<file path="config.mk">
export PLATFORM = sky130hd
export DESIGN_NAME = gshare_global_pred
export DESIGN_NICKNAME = d
export VERILOG_FILES = /design/src/rtl/gshare_global_pred.sv
export SDC_FILE = /design/constraint.sdc
export NUM_CORES = 1
export LEC_CHECK = 0
export CAP_MARGIN = 10
export CORE_MARGIN = 2
export CORE_UTILIZATION = 58
export DETAILED_ROUTE_END_ITERATION = 6
export GPL_TIMING_DRIVEN = 1
export PLACE_DENSITY = 0.81
export SYNTH_ARGS = -nofsm -noshare
export SYNTH_HDL_FRONTEND = slang
export SYNTH_SLANG_ARGS = --single-unit
</file>
<file path="constraint.sdc">
create_clock -name clk -period 4.6 [get_ports clk]
set_input_delay 0.69 -clock clk [delete_from_list [all_inputs] [get_ports clk]]
set_output_delay 0.69 -clock clk [all_outputs]
set_load 0.01 [all_outputs]
</file>
<file path="src/rtl/gshare_global_pred.sv">
// gshare global-history direction predictor for the Decode stage.
// Trains its PHT and repairs the speculative GHR from the Memory stage.
module gshare_global_pred #(
  parameter int PHT_DEPTH = 6
) (
  input  logic                 clk,
  input  logic                 rst,
  input  logic                 branchD,
  input  logic                 stallD,
  input  logic [31:0]          pcD,
  input  logic                 final_predD,
  output logic                 globalpred,
  output logic [PHT_DEPTH-1:0] ghrD,
  input  logic                 branchM,
  input  logic [31:0]          pcM,
  input  logic [PHT_DEPTH-1:0] ghrM,
  input  logic                 actual_takeM,
  input  logic                 mispredM
);

  localparam int Entries = 1 << PHT_DEPTH;

  logic [1:0]           pht [Entries];
  logic [PHT_DEPTH-1:0] ghr;
  logic [PHT_DEPTH-1:0] ghrNext;
  logic [PHT_DEPTH-1:0] idxD;
  logic [PHT_DEPTH-1:0] idxM;
  logic [1:0]           ctrM;
  logic [1:0]           ctrNext;
  logic                 repair;
  logic                 shift;
  logic                 unusedPc;

  assign idxD = pcD[PHT_DEPTH+1:2] ^ ghr;
  assign idxM = pcM[PHT_DEPTH+1:2] ^ ghrM;

  assign globalpred = pht[idxD][1];
  assign ghrD       = ghr;
  assign ctrM       = pht[idxM];

  // PC bits outside the index field alias by design.
  assign unusedPc = ^{pcD[31:PHT_DEPTH+2], pcD[1:0],
                      pcM[31:PHT_DEPTH+2], pcM[1:0]};

  // A wrong-path D-stage shift loses to the M-stage repair.
  assign repair = branchM & mispredM;
  assign shift  = branchD & ~stallD & ~repair;

  // Saturating 2-bit counter step for the resolving branch.
  always_comb begin
    ctrNext = ctrM;
    if (actual_takeM) begin
      if (ctrM != 2'b11) ctrNext = ctrM + 2'd1;
    end else begin
      if (ctrM != 2'b00) ctrNext = ctrM - 2'd1;
    end
  end

  // Next GHR: repair from M, else speculative shift, else hold.
  always_comb begin
    ghrNext = ghr;
    unique case (1'b1)
      repair:  ghrNext = {ghrM[PHT_DEPTH-2:0], actual_takeM};
      shift:   ghrNext = {ghr[PHT_DEPTH-2:0], final_predD};
      default: ghrNext = ghr;
    endcase
  end

  // State update; reset wins over training and history moves.
  always_ff @(posedge clk) begin
    if (rst) begin
      for (int i = 0; i < Entries; i++) pht[i] <= 2'b01;
      ghr <= '0;
    end else begin
      ghr <= ghrNext;
      if (branchM) pht[idxM] <= ctrNext;
    end
  end

endmodule
</file>
# Word level (Yosys, flattened, before mapping)

Memory sizes are Yosys's and may differ from the RTL's.
Cells that the tools add are included.

Add/subtract/negate cells: 2
Equal/unequal tests: 1
Mux-type cells: 12
Bitwise operators: 7
Reductions and logical operators: 3

Operators by type and width:

| kind                                              | count |
|---|---|
| case mux 6 bit (2 select lines)                   | 1 |
| XOR 6 bit                                         | 2 |
| 2-to-1 mux 2 bit                                  | 4 |
| 2-to-1 mux 1 bit                                  | 6 |
| 2-to-1 mux 6 bit                                  | 1 |
| nonzero test 2 bit                                | 2 |
| AND 1 bit                                         | 3 |
| adder 2 x 1 -> 2 bit (second input constant)      | 1 |
| != test 2 bit (second input constant)             | 1 |
| NOT 1 bit                                         | 2 |
| OR reduction 2 bit                                | 1 |
| subtractor 2 x 1 -> 2 bit (second input constant) | 1 |

Bits in registers: 6
Bits in writable memories: 128
Input port bits: 78
Output and inout port bits: 7
Logic and storage cells: 27
Memories: 1

Memory list:

| memory | depth | bits a word | rd ports | clocked after Yosys merged registers in | write ports | RTL line | text |
|---|---|---|---|---|---|---|---|
| pht    | 64    | 2           | 2        | 0                                       | 64          | 23       | `logic [1:0] pht [Entries];` |

# Depth between registers and ports, before layout

Gate-level depths: netlist of the first run.
An unclocked memory read counts as a cell.

Word-level depth: 6
Gate-level depth with buffers: 12
Gate-level depth less buffers: 8

# Worst setup path after synthesis of the first run

OpenSTA, ideal clock, no wires.

Path type: input-to-output
Start point: input pcD[2]
End point: output globalpred
Arrival time: 2.986 ns
Required time: 3.910 ns
Setup slack: 0.924 ns
Stages: 6
Path buffers: 1
Cells stage by stage: xor2_1 -> buf_2 -> mux4_2 -> mux4_2 -> a211oi_1 -> a21oi_1

Longest elaborated chain between the ends: 2

Ends and longest elaborated chain:

| element                  | RTL line | text |
|---|---|---|
| from (decl)              | 10       | `input logic [31:0] pcD,` |
| XOR 6 bit                | 34       | `assign idxD = pcD[PHT_DEPTH+1:2] ^ ghr;` |
| memory read (64 x 2 bit) | -        |  |
| to (decl)                | 12       | `output logic globalpred,` |

No other way between the ends.

# Worst setup path in the final report of the first run

Ends and elaborated chain as after synthesis.

==> impl_metrics.toml, run 1 <==
[outcome]
status = "completed"

[clocking]
postCtsHoldBufs = 0
ctsResizeCount = 0
cts_buffers = 17
cts.sinks = 134
post-cts-setup-buffers = 0
cts_root_buf = "clkbuf_16"
ctsHtreeMaxLevel = 4
insertion_delay_ns = 0.43
path_clk_slew_ns = 0.06
cts_tree = "built"
clock_path_buffers = 2

[pwr]
max-vdd-ir-drop_mv = 0.271
powerDensity_nw_per_um2 = 389
power.total_mw = 3.76
p_leak_nw = 2.87

[timing]
maxSlewHeadroom_pct = 49.6
fin_hold_ws_ns = 0.534
fmax_mhz = 234
drv_slew = 0
worst_pin_slew_ns = 0.752
fin_crit_ns = 4.27
fin_skew_ns = 0.0165
rsz0062_at_grt = "false"
finalSetupTns_ns = 0
fin_crit_sh_pct = 92.9
setup_viol = 0
hold_violations = 0

[worst_setup_path]
crit_buf_inv = 3
reg2reg_from = "pht[34][0]"
crit_fanout = 16
critical_path_required_ns = 3.91
crit_path_start_kind = "input pin"
critical_path.max_stage_delay_ns = 0.57
critPathTopFamily = "buffers and inverters"
endpoint_kind = "primary output"
critPathKind = "input pin to primary output"
crit_path_start = "pcD[2]"
crit_slowest_cell = "mux4_2"
cp.arrival_ns = 3.58
critical_path.cell_chain = "clkdlybuf4s50_1 -> xor2_2 -> buf_12 -> mux4_2 -> mux4_2 -> nor2b_1 -> a211oi_1 -> a21oi_1 -> clkdlybuf4s50_1"

[drt]
routed_wl_um = 20200
firstDrtPassIters = 5
via_count = 5564
via_per_inst = 6.51
route.detailed.drc = 0
ant_nets = 0
wl_per_cell_um = 23.7
drt_iter0_drc = 636

[floorplan]
top_level_ports = 85
core_sq_um = 14000
die_w_um = 124
rows = 43
start_util_pct = 60.1
dieArea_sq_um = 15500
dieHeight_um = 124

[global_route]
met3_usage_pct = 6.57
antenna_found_initial = 0
grt_max_degree = 71
met2_usage_pct = 44.2
grt_pass1_wl_um = 32300
grt.overflow.total = 0
grt_pass1_vias = 5818
grt_use_total_pct = 27.0
met1_usage_pct = 34.0
busiest_layer = "met2"

[synthesis]
synth-edff-count = 128
synthesis.nets = 697
synth_cell_types = 44
async_reset_ff_share_pct = 0
avgSynthCellArea_sq_um = 13.6
ys_seq_elements = 134
synth_flop_cell = "edfxtp_1"
syn-cell-area_sq_um = 8400
netlist_instances = 619
yosysSeqAreaShare_pct = 47.2
yosys_warnings = 0

[cells_and_area]
drive_above_1_share_pct = 37.9
fin_nets = 740
diodes = 0
final_cells = 855
syn2layout_area_growth_pct = 15.1
final_core_util_pct = 69.2

[place]
dp_cells = 823
place_hpwl_um = 13100
place.gp.congestion = 0.901
port_buffers = 32

[flow_run]
cap_violations = 0

[min_path]
min_from = "ghrD[3]"
hold_path.class = "register to register"
[registers in the layout, summed over array words and instances (netlist names)]
register	cells
ghrD	6
pht	128
[through the flow]
| step | cell area, sq um | setup WS (ns) |
|---|---|---|
| detailed placement | 9020 | 0.0223 |
| finish | 9670 | 0.326 |
| floorplan | 8400 | 0.924 |
| global placement | 9020 | 0.0683 |
| global route | 9670 | 0.215 |
| CTS | 9670 | 0.317 |
[synthesized netlist by cell type, types with 13 or more instances]
cell type	count	area share, %
mux4_1	17	5.3
mux4_2	30	8.0
nand3_2	60	7.1
nand2b_1	61	4.5
edfxtp_1	128	46
nor3_1	13	0.77
nor2_4	60	8.0
clkbuf_1	17	0.76
buf_2	14	0.83
nand2_1	83	3.7
buf_12	15	3.6
nor2_1	13	0.58
[logic make-up after synthesis]
kind of cell / after synthesis / synth area share, %
buffers and inverters: 56 / 5.96
flip-flops: 134 / 47.2
XOR/XNOR: 17 / 1.86
adder cells (fa/ha/maj): 2 / 0.268
AO/OA/AOI/OAI: 38 / 3.50
AND/OR/NAND/NOR: 315 / 26.6
multiplexers: 57 / 14.7
[worst reg2reg max path: cells and delay by family, from the launching register on]
| family | cells | cell delay [ns] |
|---|---|---|
| AO/OA/AOI/OAI | 1 | 0.32 |
| adder cells (fa/ha/maj) | 1 | 0.32 |
| buffers and inverters | 1 | 0.26 |
| flip-flops | 1 | 0.39 |
| multiplexers | 2 | 0.81 |
| AND/OR/NAND/NOR | 3 | 0.55 |
[metal layers]
metal	up-vias	share of wire (%)	routed length, um
li1	2397	-	-
met1	2761	37	7510
met2	343	49	9870
met3	63	9.7	1960
met4	0	4.3	878
met5	-	0	0
[worst paths after layout]
check	to	slack, ns	cells past startpoint
worst max-delay path	globalpred	0.33	9
worst min-delay path	ghrD[3]	0.53	2
worst max register to register	pht[6][1]	1.71	8
worst min register to register	ghrD[3]	0.53	2
[cell usage in the layout, fill, tap and decap left out, types with 3 or more instances in the layout]
| master | count |
|---|---|
| a221oi_1 | 4 |
| bufinv_16 | 5 |
| buf_4 | 37 |
| a22oi_1 | 6 |
| nor4_1 | 4 |
| a21oi_1 | 4 |
| a311oi_1 | 6 |
| edfxtp_1 | 128 |
| a21o_1 | 4 |
| buf_12 | 9 |
| mux2_2 | 7 |
| nand3_2 | 60 |
| mux4_2 | 30 |
| nor2_1 | 13 |
| nand3_1 | 11 |
| clkbuf_16 | 17 |
| nor3_2 | 12 |
| xnor2_1 | 6 |
| mux4_1 | 17 |
| nand2_1 | 83 |
| mux2i_1 | 3 |
| nor2b_1 | 3 |
| clkdlybuf4s50_1 | 31 |
| clkinvlp_4 | 3 |
| nor2_4 | 60 |
| dfxtp_1 | 6 |
| nand2b_1 | 61 |
| xor2_1 | 7 |
| o21ai_0 | 5 |
[report_power, final]
part / leakage (nW) / internal [mW] / total [mW] / switching [mW]
sequential: 1.16 / 1.36 / 1.38 / 0.0190
clock: 0.313 / 0.991 / 1.51 / 0.523
combinational: 1.39 / 0.312 / 0.869 / 0.557
[layout make-up]
cell class,count,area (sq um)
timing repair buffer,78,773
multi-input combinational,429,4050
tap,180,225
fill,885,4310
sequential,134,3960
clock inverter,12,200
inverter,2,7.51
clock buffer,20,457
(Power assumes the default switching activity.)
==> run 2, diff against run 1 <==
--- a/config.mk
+++ b/config.mk
@@ -6,11 +6,14 @@
 export NUM_CORES = 1
 export LEC_CHECK = 0
 export CAP_MARGIN = 10
+export CELL_PAD_IN_SITES_DETAIL_PLACEMENT = 1
+export CELL_PAD_IN_SITES_GLOBAL_PLACEMENT = 2
 export CORE_MARGIN = 2
-export CORE_UTILIZATION = 58
+export CORE_UTILIZATION = 37
 export DETAILED_ROUTE_END_ITERATION = 6
 export GPL_TIMING_DRIVEN = 1
-export PLACE_DENSITY = 0.81
+export PLACE_DENSITY_LB_ADDON = 0.1
+export SKIP_CTS_REPAIR_TIMING = 1
 export SYNTH_ARGS = -nofsm -noshare
 export SYNTH_HDL_FRONTEND = slang
 export SYNTH_SLANG_ARGS = --single-unit
==> constraint.sdc (replaced) <==
create_clock -name clk -period 3.43 [get_ports clk]
set_input_delay 0.5145 -clock clk [delete_from_list [all_inputs] [get_ports clk]]
set_output_delay 0.5145 -clock clk [all_outputs]
set_load 0.01 [all_outputs]
==> run 2 against run 1 <==
Against the previous run:
- total power grew 43%
- largest cell class unchanged
- critical path depth unchanged
- largest power group unchanged
- final cell count grew 20%
- non-clock buffer count rose by 69
- die area rose by 55%
- clock power up 31%
- global-route usage shrank 6.2 points
- sequential power up 34%
- highest routed layer unchanged
- first-iteration DRC count is 48% lower
- utilization decreased by 22 points
==> impl_metrics.toml, run 2 (synthesized netlist as in run 1, its figures left out) <==
[outcome]
status = "completed"

[timing]
fin_crit_sh_pct = 99.5
rsz0062_at_grt = "true"
finalSetupTns_ns = 0
fin_ws_ns = 0.0178
worst_pin_slew_ns = 0.727
fmax_mhz = 293
maxSlewHeadroom_pct = 51.5
hold_violations = 0
fin_hold_ws_ns = 0.538
setup_viol = 0
drv_slew = 0
fin_skew_ns = 0.0119
fin_crit_ns = 3.41

[cells_and_area]
final_cells = 1029
final_common_cell = "edfxtp_1"
syn2layout_area_growth_pct = 25.8
largest-register = "pht"
drive_above_1_share_pct = 44.8
final_core_util_pct = 47.1
largest_register_ffs = 128
layout_common_cells = "128 x edfxtp_1, 85 x buf_4, 83 x nand2_1"
fin_nets = 809
diodes = 0

[place]
dp_cells = 972
dp_slack_ns = -0.719
place.gp.congestion = 0.804
place_hpwl_um = 17200
port_buffers = 32

[worst_setup_path]
reg2reg_from = "pht[37][0]"
critical_path_required_ns = 2.92
cp.arrival_ns = 2.90
reg2reg_depth = 9
crit_fanout = 6
critPathKind = "register to primary output"
ff2ff_setup_slack_ns = 0.59
crit_path_start_kind = "register"
rr_endpoint = "pht[27][1]"
endpoint_kind = "primary output"

[floorplan]
dieArea_sq_um = 23900
rows = 55
top_level_ports = 85
die_w_um = 155
core_sq_um = 22400
dieHeight_um = 155
start_util_pct = 37.5

[pwr]
powerDensity_nw_per_um2 = 510
p_leak_nw = 3.33
max-vdd-ir-drop_mv = 0.363

[clocking]
ctsHtreeMaxLevel = 4
insertion_delay_ns = 0.43
cts_root_buf = "clkbuf_16"
path_clk_slew_ns = 0.06
clock_path_buffers = 2
cts.sinks = 134
cts_tree = "built"
cts_buffers = 17

[global_route]
grt.overflow.total = 0
grt_pass1_vias = 5872
grt_pass1_wl_um = 36400
antenna_found_initial = 0
grt_use_total_pct = 20.8
grt_max_degree = 71

[min_path]
min_from = "ghrM[0]"
hold_path.class = "input pin to register"
worstHoldEndpoint = "ghrD[1]"
hold_depth = 3

[drt]
firstDrtPassIters = 4
via_per_inst = 5.46
via_count = 5617
ant_nets = 0
routed_wl_um = 24800
route.detailed.drc = 0
wl_per_cell_um = 24.1
drt_iter0_drc = 330

[flow_run]
cap_violations = 0
==> run 2: cell types whose count changed in the layout (fill, tap and decap cells not counted), moves of 3 or more <==
| cell | previous run | this run |
|---|---|---|
| buf_12 | 9 | 19 |
| buf_4 | 37 | 85 |
| buf_6 | 0 | 6 |
| clkbuf_16 | 17 | 22 |
| clkdlybuf4s50_1 | 31 | 25 |
| clkinv_4 | 1 | 4 |
| dlymetal6s2s_1 | 0 | 5 |
==> run 2: layout make-up <==
type / instances / area [sq um]
Clock buffer: 17 / 425
Clock inverter: 15 / 203
Fill cell: 2249 / 11900
Inverter: 2 / 7.51
Multi-Input combinational cell: 429 / 4080
Sequential cell: 134 / 3970
Tap cell: 285 / 357
Timing Repair Buffer: 147 / 1530
==> run 2: worst max-delay path: stages, from the launching register on <==
cell	delay [ns]
dfxtp_4	0.37
xor2_4	0.27
buf_12	0.19
buf_12	0.12
mux4_2	0.54
mux4_2	0.47
mux2i_1	0.16
buf_4	0.15
a21oi_2	0.05
buf_2	0.14
==> run 2: how the worst max path moves through the flow <==
stage                 start         end  slack [ns]  cells past startpoint
finish              ghrD[0]  globalpred        0.02                      9
global route        ghrD[0]  globalpred       -0.08                      9
CTS                  pcD[2]  globalpred       -0.58                      9
detailed placement  ghrM[0]  pht[63][1]       -0.72                     12
global placement    ghrM[0]  pht[63][1]       -0.68                     12
floorplan            pcD[2]  globalpred        0.10                      6
==> run 2: per-stage QoR <==
stage / total power [mW] / cell area, sq um
after CTS: 5.18 / 10200
after floorplan: 2.84 / 8400
final: 5.39 / 10600
after detailed placement: 3.18 / 9550
after global placement: 3.17 / 9550
after global routing: 5.58 / 10600
==> run 2: power by group <==
part | internal (mW) | switching [mW]
Combinational | 0.685 | 0.872
Clock | 1.22 | 0.763
Sequential | 1.83 | 0.0256
Total | 3.73 | 1.66
==> run 2: metal layers <==
layer | wire, um | share of wire, % | global-route usage (%)
met5 | 0 | 0 | 0
met4 | 428 | 1.7 | 5.60
met3 | 1010 | 4.1 | 3.64
met2 | 12400 | 50 | 35.1
met1 | 10900 | 44 | 27.7
==> run 3, diff against run 2 <==
--- a/config.mk
+++ b/config.mk
@@ -11,8 +11,9 @@
 export CORE_MARGIN = 2
 export CORE_UTILIZATION = 37
 export DETAILED_ROUTE_END_ITERATION = 6
+export GPL_ROUTABILITY_DRIVEN = 0
 export GPL_TIMING_DRIVEN = 1
-export PLACE_DENSITY_LB_ADDON = 0.1
+export PLACE_DENSITY = 0.78
 export SKIP_CTS_REPAIR_TIMING = 1
 export SYNTH_ARGS = -nofsm -noshare
 export SYNTH_HDL_FRONTEND = slang
==> run 3 against run 2 <==
Against the previous run:
- combinational power is 10% lower
- final cell count is 2.2% lower
- die area stayed put
- sequential power hardly changed
- wire length is 1.8% lower
- worst hold slack worse by 0.0064 ns
- critical path type is now input pin to primary output
- flip-flop and latch count stayed put
- via count is 0.53% higher
- global-route usage is 0.18 points lower
- clock power is 4% lower
==> impl_metrics.toml, run 3 (synthesized netlist as in run 1, its figures left out) <==
[outcome]
status = "completed"

[floorplan]
top_level_ports = 85
rows = 55
die_w_um = 155
start_util_pct = 37.5
core_sq_um = 22400
dieArea_sq_um = 23900
dieHeight_um = 155

[min_path]
min_from = "ghrD[5]"
hold_path.class = "register to register"
worstHoldEndpoint = "ghrD[5]"
hold_depth = 2

[global_route]
grt_max_degree = 71
antenna_found_initial = 0
grt.overflow.total = 0
grt_pass1_vias = 6100
grt_use_total_pct = 20.6
grt_pass1_wl_um = 36600

[clocking]
cts.sinks = 134
clock_path_buffers = 2
cts_root_buf = "clkbuf_16"
cts_buffers = 17
ctsHtreeMaxLevel = 4
cts_tree = "built"
insertion_delay_ns = 0.44
path_clk_slew_ns = 0.06

[place]
dp_cells = 957
port_buffers = 32
dp_slack_ns = -0.613
place_hpwl_um = 16400

[cells_and_area]
largest-register = "pht"
layout_common_cells = "128 x edfxtp_1, 83 x nand2_1, 70 x buf_4"
drive_above_1_share_pct = 42.4
final_core_util_pct = 45.9
final_common_cell = "edfxtp_1"
diodes = 0
fin_nets = 786
largest_register_ffs = 128
final_cells = 1006
syn2layout_area_growth_pct = 22.5

[pwr]
max-vdd-ir-drop_mv = 0.247
powerDensity_nw_per_um2 = 500
p_leak_nw = 3.17

[timing]
fin_crit_sh_pct = 97.6
maxSlewHeadroom_pct = 52.6
fin_crit_ns = 3.35
worst_pin_slew_ns = 0.711
setup_viol = 0
fin_hold_ws_ns = 0.531
drv_slew = 0
fmax_mhz = 299
finalSetupTns_ns = 0
fin_skew_ns = 0.00843
fin_ws_ns = 0.0825
rsz0062_at_grt = "true"
hold_violations = 0

[worst_setup_path]
critical_path_required_ns = 2.92
crit_fanout = 10
ff2ff_setup_slack_ns = 0.63
rr_endpoint = "pht[27][1]"
reg2reg_depth = 10
reg2reg_from = "pht[31][1]"
cp.arrival_ns = 2.83
critPathKind = "input pin to primary output"
crit_path_start_kind = "input pin"
endpoint_kind = "primary output"

[flow_run]
cap_violations = 0

[drt]
routed_wl_um = 24300
via_per_inst = 5.61
drt_iter0_drc = 475
wl_per_cell_um = 24.2
via_count = 5647
route.detailed.drc = 0
ant_nets = 0
firstDrtPassIters = 5
-- run 3: area by class of cell --
cell class                      count  area, sq um
Clock inverter                     15          180
Inverter                            2         7.51
Clock buffer                       17          425
Fill cell                        2272        12100
Sequential cell                   134         3970
Tap cell                          285          357
Timing Repair Buffer              124         1290
Multi-Input combinational cell    429         4070
-- run 3: metrics by stage --
stage / power [mW] / area (sq um)
after global placement: 3.13 / 9450
after CTS: 5.04 / 10100
after detailed placement: 3.15 / 9450
final: 5.15 / 10300
after global routing: 5.30 / 10300
after floorplan: 2.84 / 8400
-- run 3: critical path, stage by stage --
cell and delay [ns]:
clkdlybuf4s50_1 0.50, xor2_2 0.19, buf_12 0.19, buf_4 0.14
mux4_2 0.34, mux4_2 0.50, mux2i_1 0.18, a21oi_1 0.10
buf_2 0.16
-- run 3: worst max path at each step --
| stage | startpoint | to | slack (ns) | cells past startpoint |
|---|---|---|---|---|
| 2_1_floorplan | pcD[2] | globalpred | 0.10 | 6 |
| 3_3_place_gp | ghrM[0] | pht[61][1] | -0.66 | 13 |
| 3_5_place_dp | ghrM[0] | pht[61][1] | -0.61 | 13 |
| 4_1_cts | pcD[2] | globalpred | -0.51 | 9 |
| 5_1_grt | pcD[3] | globalpred | -0.03 | 9 |
| 6_report | pcD[3] | globalpred | 0.08 | 9 |
-- run 3: power by group --
group          leakage, nW  switching [mW]  internal [mW]
sequential            1.16          0.0278           1.83
clock                0.291           0.752           1.14
combinational         1.72           0.824          0.572
total                 3.17            1.60           3.54
-- run 3: per-layer routing --
layer | up-vias | GRT usage, % | part of all wire, %
met4 | 0 | 8.11 | 3.0
met1 | 2954 | 25.5 | 41
met2 | 161 | 35.8 | 51
met3 | 47 | 3.73 | 4.2
li1 | 2485 | - | -
met5 | - | 0 | 0
